`src/rtl/sipo_unit.sv`:
```
// sipo_unit: serial-in / parallel-out shift register with word framing.
// Bits are shifted into q on every enabled clock edge. Every WIDTH
// enabled edges the completed word is copied to data_out, and byte_valid
// pulses for one cycle. All outputs come straight from registers.
module sipo_unit #(
  parameter int WIDTH     = 8,
  parameter int LSB_FIRST = 1,
  parameter int CW        = $clog2(WIDTH + 1)
) (
  input  logic             clk,
  input  logic             rst,
  input  logic             data_in,
  input  logic             shift_en,
  output logic [WIDTH-1:0] q,
  output logic [WIDTH-1:0] data_out,
  output logic             byte_valid,
  output logic [CW-1:0]    bit_cnt
);

  // Count value held just before the edge that completes a word.
  localparam logic [CW-1:0] LAST_CNT = CW'(WIDTH - 1);

  logic [WIDTH-1:0] r_q;
  logic [WIDTH-1:0] r_dataOut;
  logic             r_byteValid;
  logic [CW-1:0]    r_bitCnt;

  logic [WIDTH-1:0] w_qNext;
  logic             w_wordDone;

  // Shift direction: LSB-first pushes new bits in at the MSB so the oldest
  // bit drifts down to q[0]; MSB-first pushes in at the LSB instead.
  always_comb begin
    w_qNext = r_q;
    if (LSB_FIRST != 0) begin
      w_qNext = {data_in, r_q[WIDTH-1:1]};
    end else begin
      w_qNext = {r_q[WIDTH-2:0], data_in};
    end
  end

  // A word completes on the enabled edge that brings in its last bit.
  always_comb begin
    w_wordDone = shift_en && (r_bitCnt == LAST_CNT);
  end

  // Register update: reset wins over shifting; the valid pulse clears itself
  // on every edge that does not complete a word.
  always_ff @(posedge clk) begin
    if (rst) begin
      r_q         <= '0;
      r_dataOut   <= '0;
      r_byteValid <= 1'b0;
      r_bitCnt    <= '0;
    end else begin
      r_byteValid <= 1'b0;
      if (shift_en) begin
        r_q <= w_qNext;
        if (w_wordDone) begin
          r_bitCnt    <= '0;
          r_dataOut   <= w_qNext;
          r_byteValid <= 1'b1;
        end else begin
          r_bitCnt <= r_bitCnt + CW'(1);
        end
      end
    end
  end

  assign q          = r_q;
  assign data_out   = r_dataOut;
  assign byte_valid = r_byteValid;
  assign bit_cnt    = r_bitCnt;

endmodule

```
`config.mk`:
```
export PLATFORM = sky130hd
export DESIGN_NAME = sipo_unit
export DESIGN_NICKNAME = d
export VERILOG_FILES = /design/src/rtl/sipo_unit.sv
export SDC_FILE = /design/constraint.sdc
export NUM_CORES = 1
export LEC_CHECK = 0
export CAP_MARGIN = 40
export CORE_MARGIN = 5
export CORE_UTILIZATION = 30
export CTS_BUF_LIST = sky130_fd_sc_hd__clkbuf_8
export DETAILED_ROUTE_END_ITERATION = 16
export SLEW_MARGIN = 10
export SYNTH_ARGS = -nofsm -noshare
export SYNTH_HDL_FRONTEND = slang
export SYNTH_SLANG_ARGS = --single-unit
export TNS_END_PERCENT = 30
```
`constraint.sdc`:
```
create_clock -name clk -period 1.26 [get_ports clk]
set_input_delay 0.378 -clock clk [delete_from_list [all_inputs] [get_ports clk]]
set_output_delay 0.378 -clock clk [all_outputs]
set_load 0.1 [all_outputs]
```
Yosys cells after proc, flatten, opt, wreduce, memory -nomap -nowiden

Cells that the tools add are included.

Add/sub/neg operators: 1
Equality and inequality tests: 1
Multiplexer cells: 2
Bitwise gates (word level): 1
Reduce and logical (&&, ||, !) cells: 3

Operators with widths:

| operator                                                               | number |
|---|---|
| 4-bit by 1-bit adder with 4-bit output (second input constant)         | 1 |
| 4-bit by 3-bit equality test with 1-bit output (second input constant) | 1 |
| 4-bit 2-to-1 mux                                                       | 1 |
| 2-bit AND reduction                                                    | 1 |
| 2-bit OR reduction                                                     | 1 |
| 1-bit logical AND                                                      | 1 |
| 1-bit 2-to-1 mux                                                       | 1 |
| 1-bit inverter                                                         | 1 |

Register bits: 21
Logic and storage cells: 12

Logic depth before layout (Yosys ltp)

Word-level depth: 3
Mapped depth: 5
Depth with buffers taken out: 4

Worst setup path after synthesis

No wires, ideal clock.

Path type: register to register
Start: reg r_bitCnt[0] (netlist: bit_cnt[0])
End: reg r_dataOut[0] (netlist: data_out[0])
Library setup time: 0.119 ns
Arrival: 1.970 ns
Setup slack: -0.829 ns
Cell stages (with the launch flop): 6
Cell sequence: dfxtp_1 -> ha_1 -> nand4b_1 -> nor2b_1 -> buf_2 -> a22o_1

Cells in the longest elaborated chain, start to end: 3

Ends and longest elaborated chain:

| element                                        | RTL line | text |
|---|---|---|
| start, declared                                | 26       | `logic [CW-1:0] r_bitCnt;` |
| start signal, assigned                         | 64       | `r_bitCnt <= r_bitCnt + CW'(1);` |
| 4-bit by 3-bit equality test with 1-bit output | 44       | `w_wordDone = shift_en && (r_bitCnt == LAST_CNT);` |
| 1-bit logical AND                              | 44       |  |
| 2-bit AND reduction (no source line)           | n/a      |  |
| end signal, assigned                           | 61       | `r_dataOut <= w_qNext;` |
| end, declared                                  | 24       | `logic [WIDTH-1:0] r_dataOut;` |

Every way passes these cells.
A chain may end at the register's enable or synchronous reset.

Worst setup path in the final report

Start: reg r_bitCnt[0] (netlist: bit_cnt[0])
End: out bit_cnt[0]

RTL lines:

| element       | RTL line | text |
|---|---|---|
| end, declared | 17       | `output logic [CW-1:0] bit_cnt` |

No word-level cell between the ends.

==> metrics.txt <==
critical path peak fanout=3; Finished Layout Cells=128; Post-DP HPWL=1.280 mm; Post-synth top cells=dfxtp_1 (21), nor2_1 (10), mux2i_1 (9), a22o_1 (8); asr flop ratio synth=0%; aggregate global routing overflow=0; Crit Reg-Reg Endpoint=data_out[0]; final antenna-violating net count=0; post-synth top area share=57.93%; Skew-Pair Late Insertion Delay=0.25 ns; root buffer cell=clkbuf_8; Initial Util=32.19%; number of nets in the layout=106; Static Leak=0.5793 nW; number of synthesized register bits=21; top cell type by total area after synthesis=dfxtp_1; post-layout instance area=1395 sq um; CP Capture Type=primary output; yosys warns=0; RSZ-0062 raised after global routing=yes; setup slack after layout=-0.01166 ns; CTS Sinks=21; crit path from=bit_cnt[0]; Yosys cell types=18; vias per cell=4.711; # fillers=206; RR Startpoint=bit_cnt[0]; DIE HEIGHT=59.19 um; Logic pwr share=14.3%; Clock Skews=0.002361 ns; NetSw=0.3370 mW; critical path class=register to primary output; 1st-iter DRT viols=3; VDD IR max=0.0005651 V; adder and majority cell fraction of the synthesized area=1.724%; initial antenna violation count=0; Synth Area in XOR/XNOR=2.414%; sequential fraction of the synthesis area=57.93%; Area Growth Syn to Fin=92.24%; Max Clk Rate=0.7864 GHz; worst hold stages=1; Netlist Area Pre-Place=725.7 sq um; vias in the first global route=615; Post-CTS Hold Fix Bufs=0; placed cell count=122; WL per Instance=14.17 um; DP Area=1290 sq um; Worst Path Arrival=0.89 ns; syn_nets=69; Post-route DRC=0; Pins Over Slew Limit=0; CTS Buf Count=3; fin crit period=1.272 ns; CP startpoint kind=register; FF-to-FF setup slack=0.04 ns; Sw Share=25.83%; CTS tree=yes; antenna cells=0; Cell Rows=17; first-pass GRT wire length=2.980 mm; H-tree levels=1; number of synthesized flops with an enable pin=0; core area=2255 sq um; chip width=59.19 um; Worst-path clk slew=0.08 ns; detailed-router iteration count before antenna repair=2; clock power share=33.4%; main combinational cell family by area after synthesis=simple AND/OR/NAND/NOR gates; vias=603; Fin. Hold Viols=0; global placement routability congestion=0.7414; Synth area leaders=dfxtp_1 (58%), mux2i_1 (12%), a22o_1 (9.7%); PortBufs=24; failing checks=negative setup slack; Max-slew headroom=83.80%; Final Cycle Share=100.9%; Synth Instances=64; # setup viols final=2; io pins=25; class of the worst hold path=register to register; Worst R2R Path Depth=6; final wirelength=1.814 mm; power per cell area=934.9 nW/um^2; Worst Hold Path EP=data_out[5]; Max Cap Viol=0; Compound-Gate Fraction of Synth Area=10.34%; Min-Delay Startpoint=q[6]; Main synth FF type=dfxtp_1; Max Root-Sink Buffers=2; largest net degree at the start of global routing=13; die footprint=3503 sq um; Total GRT Usage=11.13%; status=complete, but fails checks; fraction of layout cells with a size suffix above 1=51.00%; count leader, synth=dfxtp_1; Slew @ Worst Pin=0.2422 ns; Internal=0.9673 mW; CP required=0.88 ns; Avg Cell Area, Syn=11.34 sq um; simple-gate share of the synthesized area=13.28%; post-synthesis mux area share=12.41%; sequential share of power=52.4%
==> sequential cells by signal, indices dropped and copies added, names as in the netlist <==
signal and count:
q 8, byte_valid 1, bit_cnt 4, data_out 8
==> layout by cell type (no fill, tap or decap), drive strengths merged <==
master         instances
a21oi                  1
a22o                   8
and2                   1
buf                   32
clkbuf                 3
clkdlybuf4s50          2
clkinv                 1
dfxtp                 21
dlygate4sd2            1
ha                     1
mux2i                  9
nand2                  1
nand2b                 1
nand3b                 2
nand4                  1
nand4b                 1
nor2                  11
nor2b                  1
xnor2                  1
xor2                   1
==> area by class of cell <==
type | instances | area (sq um) | share of cell area [%]
Multi-Input combinational cell | 40 | 316.6 | 22.69
Sequential cell | 21 | 442.9 | 31.75
Clock buffer | 3 | 41.29 | 2.960
Tap cell | 28 | 35.03 | 2.511
Timing Repair Buffer | 35 | 554.3 | 39.73
Clock inverter | 1 | 5.005 | 0.3587
==> cell families after synthesis <==
family	after synthesis
simple gates	19
mux	9
compound gates	9
flops	21
buf+inv	3
fa+ha+maj	1
xor+xnor	2
==> how the worst max path moves through the flow <==
stage | depth (start not counted) | slack (ns) | to
6_report | 2 | -0.01 | bit_cnt[0]
5_1_grt | 6 | -0.05 | data_out[6]
4_1_cts | 2 | -0.02 | bit_cnt[1]
3_5_place_dp | 4 | -0.51 | data_out[3]
3_3_place_gp | 4 | -0.46 | data_out[3]
2_1_floorplan | 5 | -0.20 | data_out[0]
==> routing by layer <==
layer | part of all wire (%) | global-route usage, % | up-vias
met4 | 0.55 | 3.883 | 0
li1 | - | - | 300
met5 | 0 | 0 | -
met1 | 45 | 15.42 | 290
met3 | 2.4 | 2.614 | 2
met2 | 52 | 16.69 | 11
==> worst max-delay path, cell delays in order (launching register included) <==
cell and delay, ns:
dfxtp_4 0.37, buf_6 0.11, buf_12 0.16
==> timing repair <==
| action | in CTS | in global routing |
|---|---|---|
| pin swaps | 1 | 4 |
| hold endpoints to repair | 0 | 0 |
| resized for setup | 18 | 1 |
| endpoints found under the setup margin | 23 | 10 |
| gates cloned | 1 | 0 |
| setup buffers | 0 | 1 |
==> power groups by stage <==
stage	combinational, mW	clock [mW]	sequential [mW]
after floorplan	0.0377	0	0.761
after global placement	0.175	0	0.697
after detailed placement	0.178	0	0.698
after CTS	0.184	0.445	0.683
after global routing	0.195	0.477	0.685
final	0.186	0.435	0.683
==> per-stage QoR <==
stage / utilization [%] / worst slack (ns) / total power [mW] / setup TNS (ns) / hold WS, ns
after CTS: 61.49 / -0.02349 / 1.313 / -0.04290 / 0.5363
after detailed placement: 57.21 / -0.5132 / 0.8759 / -7.195 / 0.5356
after floorplan: - / -0.2007 / 0.7992 / -2.833 / 0.4374
after global placement: 57.21 / -0.4631 / 0.8720 / -6.384 / 0.5340
final: 61.88 / -0.01166 / 1.304 / -0.02057 / 0.5383
after global routing: 61.88 / -0.04524 / 1.357 / -0.3770 / 0.5543
Power figures use the tool's default switching activity.
